--- src/rtl/funct_pkg.sv ---
// Shared types for the processing-function output path.
// Word width and serializer state encoding.
package funct_pkg;

    localparam int WORD_W = 32;

    typedef enum logic {
        IDLE,
        SEND
    } ser_state_t;

endpackage

--- src/rtl/frame_serializer.sv ---
// Captures a parallel frame on a one-cycle pulse and streams it word by word.
// One active plus one pending frame; further frames are dropped and counted.
module frame_serializer
    import funct_pkg::*;
#(
    parameter int NB_WORDS = 1,
    parameter int CNT_W    = 16
) (
    input  logic                                clk,
    input  logic                                rst,
    input  logic                                in_en,
    input  logic [0:NB_WORDS-1][WORD_W-1:0]     in_data,
    output logic                                out_valid,
    output logic [WORD_W-1:0]                   out_data,
    input  logic                                out_ready,
    output logic                                out_last,
    output logic                                busy,
    output logic                                overflow,
    output logic [CNT_W-1:0]                    drop_cnt
);

    typedef logic [0:NB_WORDS-1][WORD_W-1:0] frame_t;

    localparam int IDX_W = (NB_WORDS > 1) ? $clog2(NB_WORDS) : 1;
    localparam logic [IDX_W-1:0] LAST_IDX = IDX_W'(NB_WORDS - 1);

    ser_state_t       state_q, state_d;
    logic [IDX_W-1:0] idx_q, idx_d;
    frame_t           act_q, act_d;
    frame_t           pend_q, pend_d;
    logic             pend_v_q, pend_v_d;
    logic             ovf_q, ovf_d;
    logic [CNT_W-1:0] cnt_q, cnt_d;

    logic xfer;
    logic last_w;
    logic done;

    assign xfer   = (state_q == SEND) && out_ready;
    assign last_w = (idx_q == LAST_IDX);
    assign done   = xfer && last_w;

    always_ff @(posedge clk) begin
        if (rst) begin
            state_q  <= IDLE;
            idx_q    <= '0;
            act_q    <= '0;
            pend_q   <= '0;
            pend_v_q <= 1'b0;
            ovf_q    <= 1'b0;
            cnt_q    <= '0;
        end else begin
            state_q  <= state_d;
            idx_q    <= idx_d;
            act_q    <= act_d;
            pend_q   <= pend_d;
            pend_v_q <= pend_v_d;
            ovf_q    <= ovf_d;
            cnt_q    <= cnt_d;
        end
    end

    always_comb begin
        state_d  = state_q;
        idx_d    = idx_q;
        act_d    = act_q;
        pend_d   = pend_q;
        pend_v_d = pend_v_q;
        ovf_d    = ovf_q;
        cnt_d    = cnt_q;
        unique case (state_q)
            IDLE: begin
                if (in_en) begin
                    act_d   = in_data;
                    idx_d   = '0;
                    state_d = SEND;
                end
            end
            SEND: begin
                if (done) begin
                    // Refill from pending first so a simultaneous pulse lands in pending.
                    if (pend_v_q) begin
                        act_d    = pend_q;
                        idx_d    = '0;
                        pend_v_d = in_en;
                        if (in_en) pend_d = in_data;
                    end else if (in_en) begin
                        act_d = in_data;
                        idx_d = '0;
                    end else begin
                        state_d = IDLE;
                        idx_d   = '0;
                    end
                end else begin
                    if (xfer) idx_d = idx_q + IDX_W'(1);
                    if (in_en) begin
                        if (!pend_v_q) begin
                            pend_d   = in_data;
                            pend_v_d = 1'b1;
                        end else begin
                            ovf_d = 1'b1;
                            if (cnt_q != '1) cnt_d = cnt_q + CNT_W'(1);
                        end
                    end
                end
            end
            default: state_d = IDLE;
        endcase
    end

    always_comb begin
        out_valid = (state_q == SEND);
        out_data  = '0;
        if (state_q == SEND) begin
            for (int i = 0; i < NB_WORDS; i++) begin
                if (idx_q == IDX_W'(i)) out_data = act_q[i];
            end
        end
        out_last = (state_q == SEND) && last_w;
        busy     = (state_q == SEND) || pend_v_q;
        overflow = ovf_q;
        drop_cnt = cnt_q;
    end

endmodule
--- config.mk ---
export PLATFORM = sky130hd
export DESIGN_NAME = frame_serializer
export DESIGN_NICKNAME = d
export VERILOG_FILES = /design/src/rtl/funct_pkg.sv /design/src/rtl/frame_serializer.sv
export SDC_FILE = /design/constraint.sdc
export NUM_CORES = 1
export LEC_CHECK = 0
export ABC_AREA = 1
export CAP_MARGIN = 20
export CORE_AREA = 2 2 80 140
export CTS_CLUSTER_DIAMETER = 200
export DETAILED_ROUTE_END_ITERATION = 8
export DIE_AREA = 0 0 82 142
export GPL_TIMING_DRIVEN = 0
export PLACE_DENSITY = 0.76
export SETUP_SLACK_MARGIN = 0.3
export SYNTH_ARGS = -nofsm -noshare
export SYNTH_HDL_FRONTEND = slang
export SYNTH_SLANG_ARGS = --single-unit
--- constraint.sdc ---
create_clock -name clk -period 1.38 [get_ports clk]
set_input_delay 0.276 -clock clk [delete_from_list [all_inputs] [get_ports clk]]
set_output_delay 0.276 -clock clk [all_outputs]
set_load 0.02 [all_outputs]
After elaboration in Yosys (flattened, before gate mapping)
Index checks and enable logic that the tools add are counted.
{ "word_totals": {"reg_bits": 84, "out_inout_bits": 52} }
{ "classes": {"n_eq_ne": 7, "muxes": 22, "n_reduce_logical": 10, "add_sub_neg": 2, "bitwise": 3} }
{ "op_table": {"columns": ["op", "n"], "rows": [
  ["$mux W32", 10],
  ["$pmux W32 S2", 1],
  ["$add A16 B1 Y16 const B", 1],
  ["$ne A16 B16 Y1 const B", 1],
  ["$reduce_and A5 Y1", 2],
  ["$mux W1", 9],
  ["$ne A2 B2 Y1 const B", 3],
  ["$ne A2 B1 Y1 const B", 2],
  ["$pmux W1 S2", 2],
  ["$reduce_and A2 Y1", 2],
  ["$reduce_and A4 Y1", 1],
  ["$logic_and A1 B1 Y1", 3],
  ["$ne A3 B1 Y1 const B", 1],
  ["$not A1 Y1", 3],
  ["$reduce_bool A2 Y1", 1],
  ["$add A1 B1 Y1 const B", 1],
  ["$logic_or A1 B1 Y1", 1]
]} }

Depth between registers and ports, before layout
{ "depth": {"word_depth": 4, "depth_mapped": 10, "mapped_depth_nobuf": 10} }

Worst setup path after synthesis
OpenSTA, ideal clock, no wires.
{ "synth_timing": {"path_type": "register -> output", "from": "register state_q, in the netlist out_valid", "to": "output out_data[10]", "t_arrival_ps": 1661, "n_path_buf": 2, "path_stages_with_launch": 7, "setup_slack_ps": -557, "required_ps": 1104, "path_cell_list": "dfxtp_1 -> buf_4 -> inv_1 -> nor2_1 -> inv_1 -> clkbuf_1 -> nor2_1"} }
{ "synth_between": {"elab_chain_len": 1} }
{ "synth_rtl": {"columns": ["item", "line_no", "source"], "rows": [
  ["start: declaration", "frame_serializer.sv:27", "ser_state_t state_q, state_d;"],
  ["start signal: assignment", "frame_serializer.sv:53", "state_q <= state_d;"],
  ["$mux W32", "frame_serializer.sv:114", "if (state_q == SEND) begin"],
  ["end: declaration", "frame_serializer.sv:14", "output logic [WORD_W-1:0] out_data,"]
]} }
Every way passes these cells.

Worst setup path after layout
{ "layout_timing": {"from": "register state_q, in the netlist out_valid", "to": "register pend_q[25] in the netlist's numbering"} }
{ "layout_between": {"elab_chain_len": 4, "word_cells_on_any_way": 7} }
{ "layout_rtl": {"columns": ["item", "line_no", "source"], "rows": [
  ["$logic_and A1 B1 Y1", "frame_serializer.sv:39", "assign xfer = (state_q == SEND) && out_ready;"],
  ["$logic_and A1 B1 Y1", "frame_serializer.sv:41", "assign done = xfer && last_w;"],
  ["$ne A2 B1 Y1 (no source line) (tied with other cells)", null, null],
  ["$reduce_and A5 Y1 (no source line)", null, null],
  ["end signal: assignment", "frame_serializer.sv:56", "pend_q <= pend_d;"],
  ["end: declaration", "frame_serializer.sv:30", "frame_t pend_q, pend_d;"]
]} }
Several ways; a longest one is shown, not always the timed one.
A chain may end at the register's enable or synchronous reset.

==> out/summary.txt <==
Syn nets: 669
Req. time, crit path: 1620 ps
Most frequent cells after synthesis: 170 x nor2_1, 112 x nand2_1, 84 x dfxtp_1, 68 x o21ai_0, 44 x inv_1
FP Rows: 50
Wire per inst: 21.2 um
Hpwl dp: 9190 um
Largest net degree at the start of global routing: 15
Util after Layout: 73.0%
HP Start: overflow
CP Max Fanout: 6
I/O pin count: 88
Worst Skew: 8.10 ps
Syn_area_per_cell: 6.54 sq um
Crit path kind: reg -> reg
Max_slew headroom: 55.8%
Family with the most delay on the worst path: buffers and inverters
Filler instances: 649
Drt drc: 0
FF-to-FF Start: out_valid
Clock transition at path regs: 70 ps
GP Congestion: 0.818
Hold_buf cts: 0
P_sw: 2.31 mW
YS warnings: 0
Final Hold Vio Count: 0
Top-count cell post-synth: nor2_1
Core footprint: 10500 sq um
Share of cells above drive strength 1: 46.3%
Die height: 142 um
Startpoint Class: flip-flop
Clock Root Buffer: clkbuf_16
Final cell count without fillers: 920
Die footprint: 11600 sq um
Internal: 5.19 mW
Total Routing Usage GR: 29.2%
Slowest-stage cell, CP: dfxtp_4
DP Cell Count: 849
CTS tree: built
# H-tree levels: 3
Max VDD drop: 0.735 mV
Gr ovfl total: 0
Post-DR vias/cell: 5.97
Clock group share of total power: 37.9%
Arrival @ worst endpoint: 2120 ps
Synth Cell Area: 4130 sq um
Detail Route Antenna Nets: 0
Primary flip-flop cell chosen by synthesis mapping: dfxtp_1
Asr flop ratio synth: 0%
NumNets Final: 822
Final Max Tran Viols: 0
CTS sink count: 84
Final wirelength: 19500 um
Initial antenna violation count: 0
Final Cycle Share: 136%
Combinational share of power: 25.7%
Violated checks: setup timing
Starting Density: 39.3%
Syn-to-layout area delta: 85.6%
CTS Buf Count: 9
Tightest Pin Transition: 663 ps
Die width: 82 um
Power per cell area: 978 nW/um^2
Port Buffers: 87
Status: finished, violations left
Worst Setup SP: out_valid
Clk_lat worst skew: 350 ps
Setup violations, final: 116
Clock buffer depth: 2
CP Capture Type: flip-flop
Synth cell types: 28
Cells along the critical path: buf_8 > buf_4 > buf_8 > nand3_4 > a21oi_4 > nand2_8 > buf_4 > buf_6 > o21ai_0 > nor2_1
Area share of the largest cell type after synthesis: 40.7%
RSZ-0062 raised after global routing: true
Top cell type by total area after synthesis: dfxtp_1
Worst min path class: reg -> reg
Max Freq: 533 MHz
Max-cap viol count: 0
Synth top area cells: dfxtp_1 41%, nor2_1 15%, nand2_1 10%, o21ai_0 8.2%, a21oi_1 5.0%
Sw Share: 30.8%
Via count: 5495
Vias in the first global route: 5375
First-pass DRT Iterations: 7
Final worst slack: -496 ps
Synth Register Bits: 84
Crit path buf inv count: 5
Sequential share of the synthesized area: 40.7%
First-pass GRT wire length: 25900 um
Pwr Total: 7.50 mW
Crit-path max cell delay: 360 ps
Leakage: 3.17 nW
Min cycle time layout: 1880 ps
Setup TNS: -41790 ps
Number of synthesized flops with an enable pin: 0
Cells after Synth: 632
Sequential power share: 36.3%
N_diodes: 0
Drt initial violations: 563
cells by family after synthesis:
| kind of cell | count (synthesis) | share of synthesized area [%] |
|---|---|---|
| AND/OR/NAND/NOR | 313 | 30.6 |
| XOR/XNOR | 2 | 0.424 |
| flip-flops | 84 | 40.7 |
| buffers and inverters | 86 | 8.87 |
| adder cells (fa/ha/maj) | 1 | 0.303 |
| AO/OA/AOI/OAI | 146 | 19.1 |
cell type report:
type                    count  area [sq um]  area share, %
repair buffers            142          1630           21.3
inverters                  47           196           2.56
clock inverters             5          80.1           1.04
flip-flops and latches     84          1750           22.8
well taps                 130           163           2.12
clock buffers              11           264           3.44
multi-input cells         462          3130           40.8
plain buffers              39           459           5.99
what timing repair did:
item	in CTS	in global routing
pin swaps	30	24
buffers inserted	29	11
hold endpoints to repair	0	0
gates cloned	14	1
resized for setup	494	102
endpoints found under the setup margin	135	136
power by group through the flow:
stage	Combinational [mW]	Clock (mW)	Sequential, mW
floorplan	0.807	0	2.72
global placement	1.18	0	2.73
detailed placement	1.21	0	2.74
CTS	1.63	2.78	2.69
global route	2.02	2.94	2.73
finish	1.93	2.84	2.73
registers in the layout (all words and copies together) (netlist names):
name	count
out_valid	1
overflow	1
act_q	32
pend_q	32
idx_q	1
pend_v_q	1
drop_cnt	16
worst min-delay path, stage by stage, from the launching register on:
cell and delay, ps:
dfxtp_2 330, nor2_1 40, nor2_1 70
per-layer routing:
metal	part of all wire, %	global-route usage, %	vias up
li1	-	-	2360
met1	32	28.4	2586
met2	52	51.4	399
met3	7.0	6.22	150
met4	8.7	22.4	0
met5	0	0	-
per-stage QoR:
step	instance area [sq um]	hold slack (ps)	worst slack, ps
finish	7670	479	-496
global route	7670	514	-536
CTS	7140	441	-359
detailed placement	5580	463	-680
global placement	5580	449	-646
floorplan	4550	331	-71.7
placed cells by master (no fill, tap or decap), types with 19 or more instances in the layout:
cell	instances
a21oi_1	22
a21oi_2	20
buf_4	43
buf_6	50
clkdlybuf4s50_1	33
dfxtp_1	65
inv_1	41
nand2_1	88
nor2_1	105
nor2_4	57
o21ai_1	30
o21ai_2	25
o22ai_2	19
path summary, 6_finish.rpt:
kind                                    to  slack, ps  cells after the start
worst max-delay path            pend_q[25]       -500                     10
worst min-delay path              overflow        480                      2
worst max register to register  pend_q[25]       -500                     10
worst min register to register    overflow        480                      2
No activity file was read; power rests on OpenSTA's default activity.
